### src/rtl/recharge_select_pkg.sv
// Shared constants for the recharge/select front-end: state codes, wash modes, BCD width.
package recharge_select_pkg;

  localparam int unsigned BCD_W    = 12;
  localparam int unsigned DIGITS   = 3;
  localparam int unsigned STAGE_W  = 2;
  localparam int unsigned MODE_W   = 2;

  typedef enum logic [STAGE_W-1:0] {
    ST_IDLE    = 2'd0,
    ST_DEPOSIT = 2'd1,
    ST_SELECT  = 2'd2,
    ST_BUSY    = 2'd3
  } state_t;

  localparam logic [MODE_W-1:0] MODE_SPIN   = 2'd0;
  localparam logic [MODE_W-1:0] MODE_SMALL  = 2'd1;
  localparam logic [MODE_W-1:0] MODE_MEDIUM = 2'd2;
  localparam logic [MODE_W-1:0] MODE_LARGE  = 2'd3;

endpackage

### src/rtl/recharge_select_bcd3_addsub.sv
// Combinational 3-digit BCD add/subtract; add saturates at sat_max, subtract clamps at zero.
module bcd3_addsub
  import recharge_select_pkg::*;
(
  input  logic [BCD_W-1:0] a,
  input  logic [BCD_W-1:0] b,
  input  logic             sub,
  input  logic [BCD_W-1:0] sat_max,
  output logic [BCD_W-1:0] y,
  output logic             borrow
);

  logic [BCD_W-1:0] raw;
  logic [4:0]       da;
  logic [4:0]       db;
  logic [4:0]       t;
  logic             c;

  // Ripple digit by digit, LSD first; c is carry when adding, borrow when subtracting.
  always_comb begin
    raw = '0;
    da  = '0;
    db  = '0;
    t   = '0;
    c   = 1'b0;
    for (int i = 0; i < int'(DIGITS); i++) begin
      da = {1'b0, a[4*i +: 4]};
      db = {1'b0, b[4*i +: 4]};
      if (sub) begin
        t = da - db - 5'(c);
        if (t[4]) begin
          t = t + 5'd10;
          c = 1'b1;
        end else begin
          c = 1'b0;
        end
      end else begin
        t = da + db + 5'(c);
        if (t > 5'd9) begin
          t = t + 5'd6;
          c = 1'b1;
        end else begin
          c = 1'b0;
        end
      end
      raw[4*i +: 4] = t[3:0];
    end
  end

  // Valid BCD orders the same as binary, so the ceiling check is a plain compare.
  always_comb begin
    borrow = sub & c;
    if (sub) begin
      y = c ? '0 : raw;
    end else begin
      y = (c || (raw > sat_max)) ? sat_max : raw;
    end
  end

endmodule

### src/rtl/recharge_select.sv
// Top-up / mode-select FSM feeding the billing stage, with idle timeout and next edge detect.
module recharge_select
  import recharge_select_pkg::*;
#(
  parameter logic [BCD_W-1:0] COIN_STEP   = 12'h010,
  parameter logic [BCD_W-1:0] BAL_MAX     = 12'h999,
  parameter int unsigned      TIMEOUT_CYC = 1_000_000_000
) (
  input  logic                clk,
  input  logic                rst,
  input  logic                m_pos,
  input  logic                u_pos,
  input  logic                d_pos,
  input  logic [BCD_W-1:0]    set0,
  input  logic [BCD_W-1:0]    set1,
  input  logic [BCD_W-1:0]    set2,
  input  logic [BCD_W-1:0]    set3,
  input  logic                next,
  output logic                on,
  output logic [BCD_W-1:0]    bal,
  output logic [MODE_W-1:0]   mode,
  output logic                err,
  output logic [STAGE_W-1:0]  stage
);

  localparam int unsigned CNT_W = (TIMEOUT_CYC > 2) ? $clog2(TIMEOUT_CYC) : 1;
  localparam logic [CNT_W-1:0] CNT_LAST = CNT_W'(TIMEOUT_CYC - 1);

  state_t            state_q, state_d;
  logic [BCD_W-1:0]  bal_d;
  logic [MODE_W-1:0] mode_d;
  logic              err_d;
  logic [CNT_W-1:0]  idle_cnt, idle_cnt_d;
  logic              next_q;
  logic [BCD_W-1:0]  price;
  logic [BCD_W-1:0]  au_b;
  logic              au_sub;
  logic [BCD_W-1:0]  au_y;
  logic              au_borrow;
  logic              pulse;
  logic              timeout;
  logic              next_rise;

  // Price of the currently highlighted mode, sampled live.
  always_comb begin
    price = set0;
    case (mode)
      MODE_SPIN:   price = set0;
      MODE_SMALL:  price = set1;
      MODE_MEDIUM: price = set2;
      MODE_LARGE:  price = set3;
      default:     price = set0;
    endcase
  end

  // One arithmetic unit: coin step in DEPOSIT, bal - price borrow check in SELECT.
  assign au_b   = (state_q == ST_SELECT) ? price : COIN_STEP;
  assign au_sub = (state_q == ST_SELECT) | ~u_pos;

  bcd3_addsub u_addsub (
    .a       (bal),
    .b       (au_b),
    .sub     (au_sub),
    .sat_max (BAL_MAX),
    .y       (au_y),
    .borrow  (au_borrow)
  );

  assign pulse     = m_pos | u_pos | d_pos;
  assign timeout   = (idle_cnt == CNT_LAST);
  assign next_rise = next & ~next_q;
  assign stage     = state_q;

  // Next-state and next-output logic; button priority m > u > d.
  always_comb begin
    state_d = state_q;
    bal_d   = bal;
    mode_d  = mode;
    err_d   = 1'b0;
    unique case (state_q)
      ST_IDLE: begin
        bal_d = '0;
        if (m_pos) state_d = ST_DEPOSIT;
      end
      ST_DEPOSIT: begin
        if (m_pos) begin
          state_d = ST_SELECT;
        end else if (u_pos || d_pos) begin
          bal_d = au_y;
        end else if (timeout) begin
          state_d = ST_IDLE;
          bal_d   = '0;
        end
      end
      ST_SELECT: begin
        if (m_pos) begin
          if (au_borrow) err_d = 1'b1;
          else           state_d = ST_BUSY;
        end else if (u_pos) begin
          mode_d = mode + 2'd1;
        end else if (d_pos) begin
          mode_d = mode - 2'd1;
        end else if (timeout) begin
          state_d = ST_IDLE;
          bal_d   = '0;
        end
      end
      ST_BUSY: begin
        if (next_rise) begin
          state_d = ST_IDLE;
          bal_d   = '0;
        end
      end
      default: state_d = ST_IDLE;
    endcase

    // Idle counter runs only while waiting on the customer.
    if (pulse || (state_d != state_q)) begin
      idle_cnt_d = '0;
    end else if ((state_q == ST_DEPOSIT) || (state_q == ST_SELECT)) begin
      idle_cnt_d = idle_cnt + CNT_W'(1);
    end else begin
      idle_cnt_d = idle_cnt;
    end
  end

  always_ff @(posedge clk) begin
    if (rst) begin
      state_q  <= ST_IDLE;
      bal      <= '0;
      mode     <= MODE_SPIN;
      err      <= 1'b0;
      on       <= 1'b0;
      idle_cnt <= '0;
      next_q   <= 1'b0;
    end else begin
      state_q  <= state_d;
      bal      <= bal_d;
      mode     <= mode_d;
      err      <= err_d;
      on       <= (state_d == ST_BUSY);
      idle_cnt <= idle_cnt_d;
      next_q   <= next;
    end
  end

endmodule
### config.mk
export PLATFORM = sky130hd
export DESIGN_NAME = recharge_select
export DESIGN_NICKNAME = d
export VERILOG_FILES = /design/src/rtl/recharge_select_pkg.sv /design/src/rtl/recharge_select_bcd3_addsub.sv /design/src/rtl/recharge_select.sv
export SDC_FILE = /design/constraint.sdc
export NUM_CORES = 1
export LEC_CHECK = 0
export BUFFER_PORTS_ARGS = -buffer_cell sky130_fd_sc_hd__buf_2
export CORE_MARGIN = 2
export CORE_UTILIZATION = 30
export CTS_CLUSTER_SIZE = 24
export DETAILED_ROUTE_END_ITERATION = 10
export GPL_TIMING_DRIVEN = 0
export SYNTH_ARGS = -nofsm -noshare
export SYNTH_HDL_FRONTEND = slang
export SYNTH_SLANG_ARGS = --single-unit
export TNS_END_PERCENT = 1
### constraint.sdc
create_clock -name clk -period 6.94 [get_ports clk]
set_input_delay 0.347 -clock clk [delete_from_list [all_inputs] [get_ports clk]]
set_output_delay 0.347 -clock clk [all_outputs]
set_load 0.02 [all_outputs]
* After elaboration in Yosys (flattened, before gate mapping)
Cells that the tools add are included.
Operators by class: bitwise logic cells 9, magnitude comparators 4, mux-type cells 44, reductions and logical operators 11, $add $sub $neg 19, equal/unequal tests 14
Operators with widths (count):
- 12-bit two-way mux | 11
- 12-bit one-hot mux with 4 select lines | 2
- 4-bit two-way mux | 9
- 30-bit by 1-bit adder with 30-bit output, second input constant | 1
- 30-bit equality test, second input constant | 1
- 2-bit two-way mux | 11
- 4-bit by 4-bit adder with 5-bit output | 3
- 5-bit by 4-bit greater-than comparator with 1-bit output, second input constant | 3
- 4-bit by 4-bit subtractor with 5-bit output | 3
- 4-bit by 3-bit adder with 4-bit output, second input constant | 3
- 4-bit adder, second input constant | 3
- 12-bit greater-than comparator, second input constant | 1
- 5-bit by 1-bit adder with 5-bit output | 2
- 2-bit equality test, second input constant | 5
- 1-bit two-way mux | 10
- 2-bit inequality test, second input constant | 5
- 5-bit by 1-bit subtractor with 5-bit output | 2
- 2-bit one-hot mux with 4 select lines | 1
- 5-bit AND reduction | 1
- 2-bit by 1-bit equality test with 1-bit output, second input constant | 2
- 2-bit zero test | 2
- 1-bit logical OR | 4
- 1-bit NOT | 4
- 1-bit OR | 3
- other kinds (8) | 9
Storage, ports and cells: bits in registers 49, word-level logic and storage cells 108, input bits 54

* Longest topological paths before layout
Gate-level depths: netlist (run 1).
word-level depth 22, mapped depth 35, gate-level depth less buffers 33

* Cells and area by module
Synthesis (run 1) repeated with hierarchy kept, for this count alone.
Second synthesis, totals: cells, all modules 600, area total of the unflattened synthesis 4839.6 µm²
By module, submodules not included:
- recharge_select | sequential area each 980.9 µm², area each 2756.4 µm², times used 1, cells each 328
- bcd3_addsub | sequential area each 0.0 µm², area each 2083.2 µm², times used 1, cells each 272

* Least setup slack after synthesis (run 1)
OpenSTA, ideal clock, no wires.
path kind reg-to-reg, start point register state_q[1], in the netlist stage[1], end point register bal[6], path buffers 3, library setup time 79 ps, cell stages (with the launch flop) 31, path slack -113 ps, data arrival time 6974 ps, required time 6861 ps, cells stage by stage dfxtp_1 -> ha_1 -> clkbuf_1 -> clkbuf_1 -> and2_1 -> ha_1 -> inv_1 -> fa_1 -> clkbuf_1 -> xnor2_1 -> and2_1 -> o211ai_1 -> o21ai_0 -> fa_1 -> fa_1 -> nand2b_1 -> a211oi_1 -> or2_2 -> o21a_1 -> inv_1 -> fa_1 -> inv_1 -> fa_1 -> nor2_1 -> o21ai_0 -> a21oi_1 -> a311oi_1 -> o41ai_1 -> o211ai_2 -> or3_1 -> o211ai_1
On the way: word-level cells in the longest chain between the ends 21, elaborated cells on any way between the ends 57
Ends and longest elaborated chain:
- start, declared | line recharge_select.sv:29 | state_t state_q, state_d;
- start signal, assigned | line recharge_select.sv:137 | state_q <= state_d;
- 2-bit equality test | line recharge_select.sv:57, recharge_select.sv:58, recharge_select.sv:80
- 12-bit two-way mux | line recharge_select.sv:57 | assign au_b = (state_q == ST_SELECT) ? price : COIN_STEP;
- 4-bit by 4-bit adder with 5-bit output | line recharge_select_bcd3_addsub.sv:38 | t = da + db + 5'(c);
- 5-bit by 4-bit greater-than comparator with 1-bit output | line recharge_select_bcd3_addsub.sv:39 | if (t > 5'd9) begin
- 1-bit two-way mux | line recharge_select_bcd3_addsub.sv:39
- 1-bit two-way mux | line recharge_select_bcd3_addsub.sv:29 | if (sub) begin
- 5-bit by 1-bit adder with 5-bit output | line recharge_select_bcd3_addsub.sv:38
- 5-bit by 4-bit greater-than comparator with 1-bit output | line recharge_select_bcd3_addsub.sv:39
- [... 5 more ...]
- 4-bit two-way mux | line recharge_select_bcd3_addsub.sv:29
- 12-bit greater-than comparator | line recharge_select_bcd3_addsub.sv:56 | y = (c || (raw > sat_max)) ? sat_max : raw;
- 1-bit logical OR | line recharge_select_bcd3_addsub.sv:56
- 12-bit two-way mux | line recharge_select_bcd3_addsub.sv:56
- 12-bit two-way mux | line recharge_select_bcd3_addsub.sv:53 | if (sub) begin
- 12-bit two-way mux | line recharge_select.sv:88 | end else if (u_pos || d_pos) begin
- 12-bit two-way mux | line recharge_select.sv:86 | if (m_pos) begin
- 12-bit one-hot mux with 4 select lines | line recharge_select.sv:80 | unique case (state_q)
- end signal, assigned | line recharge_select.sv:138 | bal <= bal_d;
- end, declared | line recharge_select.sv:20 | output logic [BCD_W-1:0] bal,
Several ways; a longest one is shown, not always the timed one. The select of a mux whose other input is x is not followed. A chain may end at the register's enable or synchronous reset.

* Final worst setup path (run 1)
start point register mode[0], end point register bal[6]
On the way: word-level cells in the longest chain between the ends 22, elaborated cells on any way between the ends 51
Ends and longest elaborated chain:
- start, declared | line recharge_select.sv:21 | output logic [MODE_W-1:0] mode,
- start signal, assigned | line recharge_select.sv:139 | mode <= mode_d;
- 2-bit equality test (tied with other cells) | line recharge_select.sv:47 | case (mode)
- 12-bit one-hot mux with 4 select lines (*) | line recharge_select.sv:47
- 12-bit two-way mux (*) | line recharge_select.sv:57
- 4-bit by 4-bit adder with 5-bit output | line recharge_select_bcd3_addsub.sv:38
- 5-bit by 4-bit greater-than comparator with 1-bit output | line recharge_select_bcd3_addsub.sv:39
- 1-bit two-way mux | line recharge_select_bcd3_addsub.sv:39
- 1-bit two-way mux | line recharge_select_bcd3_addsub.sv:29
- 5-bit by 1-bit adder with 5-bit output | line recharge_select_bcd3_addsub.sv:38
- [... 6 more ...]
- 4-bit two-way mux | line recharge_select_bcd3_addsub.sv:29
- 12-bit greater-than comparator | line recharge_select_bcd3_addsub.sv:56
- 1-bit logical OR | line recharge_select_bcd3_addsub.sv:56
- 12-bit two-way mux | line recharge_select_bcd3_addsub.sv:56
- 12-bit two-way mux (*) | line recharge_select_bcd3_addsub.sv:53
- 12-bit two-way mux (*) | line recharge_select.sv:88
- 12-bit two-way mux (*) | line recharge_select.sv:86
- 12-bit one-hot mux with 4 select lines (*) | line recharge_select.sv:80
Every way passes the cells marked *; elsewhere a longest branch is shown, timed or not. The select of a mux whose other input is x is not followed.

==> results of run 1 <==
[state kept, by name (all words and copies together), names as in the netlist]
| signal | flops |
|---|---|
| on | 1 |
| mode | 2 |
| stage | 2 |
| err | 1 |
| idle_cnt | 30 |
| bal | 12 |
| next_q | 1 |
[worst max-delay path: cells and delay by family, from the launching register on]
family / cells / cell delay [ps]
muxes: 1 / 140
and+or+nand+nor: 7 / 1550
adders and majority gates: 7 / 2230
DFF: 1 / 360
AOI/OAI and AO/OA: 11 / 1950
buffers and inverters: 5 / 460
[per-stage QoR]
| step | TNS (ps) | utilization, % | hold WS [ps] | setup slack [ps] | power [uW] |
|---|---|---|---|---|---|
| after floorplan | 0 | - | 470.6 | 14.11 | 413.4 |
| after global placement | -16510 | 34.83 | 494.8 | -811.3 | 464.0 |
| after detailed placement | -16860 | 34.83 | 507.2 | -814.1 | 464.4 |
| after CTS | 0 | 36.34 | 301.0 | 0.3033 | 725.7 |
| after global routing | -122.4 | 38.99 | 327.3 | -63.42 | 776.1 |
| final | 0 | 38.99 | 294.8 | 180.5 | 734.8 |
[area by class of cell]
type	count	area (um2)	share of cell area, %
plain buffers	24	146.4	2.461
flip-flops and latches	49	989.7	16.64
inverters	45	173.9	2.923
well taps	211	264.0	4.437
clock buffers	6	138.9	2.334
clock inverters	2	17.52	0.2944
multi-input cells	493	3674	61.75
repair buffers	96	545.5	9.169
[per-layer routing]
layer / wire length, um / share of wire, %
met2: 6401 / 49
met5: 0 / 0
met4: 204 / 1.5
met3: 494 / 3.8
met1: 6069 / 46
[cell families after synthesis]
logic type                 synth area share (%)
DFF                                       20.90
muxes                                     1.732
buffers and inverters                     6.690
AOI/OAI and AO/OA                         21.80
xor gates and xnor gates                  9.621
and+or+nand+nor                           24.07
adders and majority gates                 15.19
[cells in the mapped netlist (3+ instances only)]
cell type and number:
o21ai_0 40, nand4_1 7, xnor2_1 22, nor3b_1 4, or3_1 3, nor2_1 77, a222oi_1 14, inv_1 45
nand2b_1 4, clkbuf_1 21, o2111ai_1 4, mux2i_1 7, dfxtp_1 49, o21a_1 6, and3_1 5, fa_1 10
o211ai_1 9, ha_1 41, a311oi_1 4, buf_6 3, a21o_1 3, nand3b_1 3, a22oi_1 4, o31ai_1 3
buf_4 3, xor2_1 27, a21oi_1 30, nand3_1 12, and2_1 12, nor2b_1 13, nor3_1 16, nand2_1 65
a211oi_1 7
[worst paths after layout]
path | to | cells after the start | from
worst max register to register | bal[6]$_SDFFE_PP0P_ | 31 | mode[0]$_SDFFE_PP0P_
worst min register to register | idle_cnt[20]$_SDFFE_PP0P_ | 2 | idle_cnt[20]$_SDFFE_PP0P_
worst min-delay path | next_q$_SDFF_PP0_ | 3 | next
worst max-delay path | bal[6]$_SDFFE_PP0P_ | 31 | mode[0]$_SDFFE_PP0P_
[power groups by stage]
stage | clock [uW] | combinational [uW] | sequential [uW]
6_report | 255 | 192 | 288
5_1_grt | 274 | 214 | 288
4_1_cts | 262 | 176 | 288
3_5_place_dp | 0 | 170 | 295
3_3_place_gp | 0 | 169 | 295
2_1_floorplan | 0 | 117 | 296
[what timing repair did]
| action | in CTS | in global routing |
|---|---|---|
| endpoints found under the setup margin | 43 | 43 |
| pin swaps | 5 | 25 |
| resized for setup | 23 | 65 |
| setup buffers | 2 | 24 |
| endpoints found under the hold margin | 0 | 0 |
==> flow_metrics.env, run 1 <==
export IMPL_path_class="register to register"
export IMPL_p_switching_uw=225.7
export IMPL_initial_core_util_pct=30.77
export IMPL_cts_sinks=49
export IMPL_post_dp_hpwl_um=10050
export IMPL_ant_nets=0
export IMPL_drv_cap=0
export IMPL_die_h_um=129.1
export IMPL_htree_levels=2
export IMPL_fin_crit_sh_pct=97.40
export IMPL_final_cells=926
export IMPL_num_nets_final=819
export IMPL_hold_class="input port to register"
export IMPL_end_kind="register"
export IMPL_crit_arrival_ps=6980
export IMPL_hold_buffers=0
export IMPL_slew_headroom_pct=58.31
export IMPL_crit_path_start_kind="register"
export IMPL_grt_pass1_wl_um=20260
export IMPL_route_detailed_drc=0
export IMPL_critPathMostFrequentCell="fa_2"
export IMPL_overflow=0
export IMPL_final_cell_mix="76 x nor2_1, 71 x buf_2, 64 x nand2_1"
export IMPL_switching_share_pct=30.72
export IMPL_tightest_slew_ps=625.3
export IMPL_async_reset_ff_share_pct=0
export IMPL_met1_usage_pct=20.50
export IMPL_finalHoldViolCount=0
export IMPL_syn_inst=616
export IMPL_grt_pass1_vias=4210
export IMPL_synth_area_um2=4695
export IMPL_area_delta_synth_final_pct=26.73
export IMPL_grt_use_total_pct=14.80
export IMPL_layout_drive_gt1_share_pct=25.17
export IMPL_busiest_layer="met2"
export IMPL_ys_ff_latch=49
export IMPL_wl_um=13170
export IMPL_r2r_slack_ps=180
export IMPL_power_density_nw_per_um2=123.5
export IMPL_first_iter_violations=340
export IMPL_cp_slowest_cell="fa_2"
export IMPL_wire_per_inst_um=14.22
export IMPL_yosys_warnings=0
export IMPL_synth_top_cell_area_share_pct=20.90
export IMPL_dieArea_um2=16670
export IMPL_syn_nets=721
export IMPL_met3_usage_pct=2.436
export IMPL_combPwrFrac_pct=26.1
export IMPL_setup_viol=0
export IMPL_clockPowerShare_pct=34.7
export IMPL_vias=4610
export IMPL_die_w_um=129.1
export IMPL_clockBufferDepth=2
export IMPL_core_area_um2=15260
export IMPL_synth_area_top_cells="dfxtp_1 21%, ha_1 11%, nor2_1 6.2%"
export IMPL_grt_antenna_before_repair=1
export IMPL_outcome="complete, no violations"
export IMPL_min_period_ps=6759
export IMPL_yosysSeqAreaShare_pct=20.90
export IMPL_io_pins=72
export IMPL_leakagePower_uw=0.002486
export IMPL_first_pass_iters=5
export IMPL_syn_avg_cell_area_um2=7.621
export IMPL_p_int_uw=509.1
export IMPL_seqPwrFrac_pct=39.1
export IMPL_skew_ps=5.345
export IMPL_synth_ff_type="dfxtp_1"
export IMPL_placement_rows=45
export IMPL_crit_fanout=8
export IMPL_cts_root_buf="clkbuf_16"
export IMPL_cts_tree="yes"
export IMPL_fmax_ghz=0.1479
export IMPL_cpPeakStageDelay_ps=450
export IMPL_final_area_um2=5949
export IMPL_antennaDiodeCount=0
export IMPL_synth_largest_area_cell="dfxtp_1"
export IMPL_yosysUniqueCellTypes=66
export IMPL_synth_edff_count=0
export IMPL_grt_max_degree=20
export IMPL_final_common_cell="nor2_1"
export IMPL_worstSkewPairLatency_ps=290
export IMPL_grt_util_met2_pct=24.65
export IMPL_numCtsBuffers=5
export IMPL_gp_congestion=0.8447
export IMPL_slew_viol_final=0
export IMPL_io_buffer_count=70
export IMPL_post_dp_cell_area_um2=5315
export IMPL_cp_required_ps=7160
export IMPL_dp_cells=897
export IMPL_max_vdd_ir_drop_mv=0.1060
export IMPL_fillerInstances=1591
export IMPL_clkTransAtPathRegs_ps=70
export IMPL_via_per_inst=4.978
Power figures use the tool's default switching activity.
==> run 2, diff against run 1 <==
--- a/config.mk
+++ b/config.mk
@@ -6,11 +6,15 @@
 export NUM_CORES = 1
 export LEC_CHECK = 0
 export BUFFER_PORTS_ARGS = -buffer_cell sky130_fd_sc_hd__buf_2
+export CELL_PAD_IN_SITES_DETAIL_PLACEMENT = 1
+export CELL_PAD_IN_SITES_GLOBAL_PLACEMENT = 2
 export CORE_MARGIN = 2
 export CORE_UTILIZATION = 30
 export CTS_CLUSTER_SIZE = 24
 export DETAILED_ROUTE_END_ITERATION = 10
 export GPL_TIMING_DRIVEN = 0
+export PLACE_DENSITY_LB_ADDON = 0.1
+export RECOVER_POWER = 25
 export SYNTH_ARGS = -nofsm -noshare
 export SYNTH_HDL_FRONTEND = slang
 export SYNTH_SLANG_ARGS = --single-unit
==> run 2 against run 1 <==
Clock-buffer cell count fell by 1. Sequential power barely moved. Final cell count fell by 0.11%. Global-route usage rose by 4.2 points. Die area did not move. Routed wire length rose by 20%. Non-clock buffer count fell by 1. Critical path depth did not move. First-iteration DRC count fell by 55%. Fmax rose by 1.6%. Sequential share of layout area fell by 0.11 points. Worst setup slack improved by 110 ps. Largest power group unchanged. Highest routed layer unchanged.
==> flow_metrics.env, run 2 (synthesis results as in run 1) <==
export IMPL_outcome="complete, no violations"
export IMPL_via_per_inst=5.128
export IMPL_initial_core_util_pct=30.77
export IMPL_reg2reg_from="mode[0]$_SDFFE_PP0P_"
export IMPL_ant_nets=0
export IMPL_finalHoldViolCount=0
export IMPL_die_w_um=129.1
export IMPL_cts_sinks=49
export IMPL_final_area_um2=5966
export IMPL_power_uw=777.8
export IMPL_max_vdd_ir_drop_mv=0.09890
export IMPL_dieArea_um2=16670
export IMPL_first_iter_violations=154
export IMPL_p_int_uw=538.5
export IMPL_timing_rr_end="bal[6]$_SDFFE_PP0P_"
export IMPL_seqPwrFrac_pct=37.0
export IMPL_cp_required_ps=7160
export IMPL_leakagePower_uw=0.002422
export IMPL_crit_path_end="bal[6]$_SDFFE_PP0P_"
export IMPL_power_density_nw_per_um2=130.4
export IMPL_setup_viol=0
export IMPL_clockBufferDepth=2
export IMPL_grt_max_degree=20
export IMPL_post_dp_cell_area_um2=5315
export IMPL_hold_class="input port to register"
export IMPL_path_class="register to register"
export IMPL_whs_path_depth=3
export IMPL_io_buffer_count=70
export IMPL_grt_pass1_vias=4969
export IMPL_final_common_cell="nor2_1"
export IMPL_min_period_ps=6651
export IMPL_fin_crit_sh_pct=95.84
export IMPL_crit_arrival_ps=6870
export IMPL_antennaDiodeCount=0
export IMPL_tightest_slew_ps=653.3
export IMPL_layout_drive_gt1_share_pct=22.97
export IMPL_end_kind="register"
export IMPL_final_cells=925
export IMPL_placement_rows=45
export IMPL_skew_ps=4.869
export IMPL_largest_reg_flops=30
export IMPL_critPathLaunch="mode[0]$_SDFFE_PP0P_"
export IMPL_post_dp_hpwl_um=12690
export IMPL_crit_path_start_kind="register"
export IMPL_worstSkewPairLatency_ps=290
export IMPL_first_pass_iters=6
export IMPL_wl_um=15850
export IMPL_grt_pass1_wl_um=25450
export IMPL_slew_headroom_pct=55.99
export IMPL_route_detailed_drc=0
export IMPL_r2r_cells=31
export IMPL_p_switching_uw=239.3
export IMPL_crit_fanout=12
export IMPL_wire_per_inst_um=17.14
export IMPL_clkTransAtPathRegs_ps=70
export IMPL_top_regs="idle_cnt (30), bal (12)"
export IMPL_dp_slack_ps=-1084
export IMPL_gp_congestion=0.8263
export IMPL_dp_cells=897
export IMPL_numCtsBuffers=5
export IMPL_core_area_um2=15260
export IMPL_htree_levels=2
export IMPL_grt_antenna_before_repair=0
export IMPL_switching_share_pct=30.77
export IMPL_grt_use_total_pct=19.03
export IMPL_fmax_ghz=0.1503
export IMPL_area_delta_synth_final_pct=27.08
export IMPL_num_nets_final=818
export IMPL_cts_tree="yes"
export IMPL_io_pins=72
export IMPL_hold_buffers=0
export IMPL_worst_slack_ps=288.8
export IMPL_clockPowerShare_pct=36.6
export IMPL_slew_viol_final=0
export IMPL_final_cell_mix="76 x nor2_1, 64 x nand2_1, 56 x buf_2"
export IMPL_die_h_um=129.1
export IMPL_cp_slowest_cell="fa_2"
export IMPL_r2r_slack_ps=290
export IMPL_overflow=0
export IMPL_vias=4743
export IMPL_drv_cap=0
export IMPL_critPathMostFrequentCell="fa_2"
export IMPL_combPwrFrac_pct=26.4
export IMPL_cpPeakStageDelay_ps=450
export IMPL_cts_root_buf="clkbuf_16"
export IMPL_largest_register="idle_cnt"
-- run 2: metal layers --
layer | vias to the layer above | track usage [%] | share of wire (%)
met3 | 13 | 1.858 | 2.1
met1 | 2328 | 24.24 | 44
met4 | 0 | 3.645 | 1.5
met2 | 50 | 35.11 | 52
met5 | - | 0 | 0
li1 | 2352 | - | -
-- run 2: how the worst min path moves through the flow --
| stage | endpoint | start |
|---|---|---|
| 6_report | next_q$_SDFF_PP0_ | next |
| 5_1_grt | next_q$_SDFF_PP0_ | next |
| 4_1_cts | next_q$_SDFF_PP0_ | next |
| 3_5_place_dp | idle_cnt[8]$_SDFFE_PP0P_ | idle_cnt[8]$_SDFFE_PP0P_ |
| 3_3_place_gp | idle_cnt[8]$_SDFFE_PP0P_ | idle_cnt[8]$_SDFFE_PP0P_ |
| 2_1_floorplan | idle_cnt[29]$_SDFFE_PP0P_ | idle_cnt[29]$_SDFFE_PP0P_ |
-- run 2: power by group through the flow --
stage	Combinational, uW	Sequential, uW	Clock [uW]
6_report	205	288	285
3_3_place_gp	177	294	0
5_1_grt	228	289	310
2_1_floorplan	117	296	0
4_1_cts	195	288	295
3_5_place_dp	181	295	0
-- run 2: repair_timing --
action,CTS,global route
pin swaps,20,26
endpoints found under the setup margin,45,43
gates resized for setup,56,34
buffers inserted,11,14
cloned,0,0
-- run 2: critical path: cells and delay by family, from the launching register on --
family	cells	cell delay (ps)
adders and majority gates	7	2180
and+or+nand+nor	7	1280
buffers and inverters	6	540
muxes	1	220
AOI/OAI and AO/OA	10	1990
DFF	1	340
-- run 2: cell type report --
cell class / count / area (um2)
inverters: 45 / 168.9
flip-flops and latches: 49 / 985.9
multi-input cells: 493 / 3709
repair buffers: 95 / 516.7
clock buffers: 5 / 125.1
well taps: 211 / 264.0
fillers: 1884 / 9293
plain buffers: 24 / 152.6
clock inverters: 3 / 43.79
-- run 2: per-stage QoR --
stage / hold WS (ps) / utilization (%) / TNS, ps
after floorplan: 470.6 / - / 0
after global placement: 492.6 / 34.83 / -24440
after detailed placement: 493.6 / 34.83 / -30700
after CTS: 286.2 / 37.86 / 0
after global routing: 300.1 / 39.10 / -11.07
final: 284.3 / 39.10 / 0
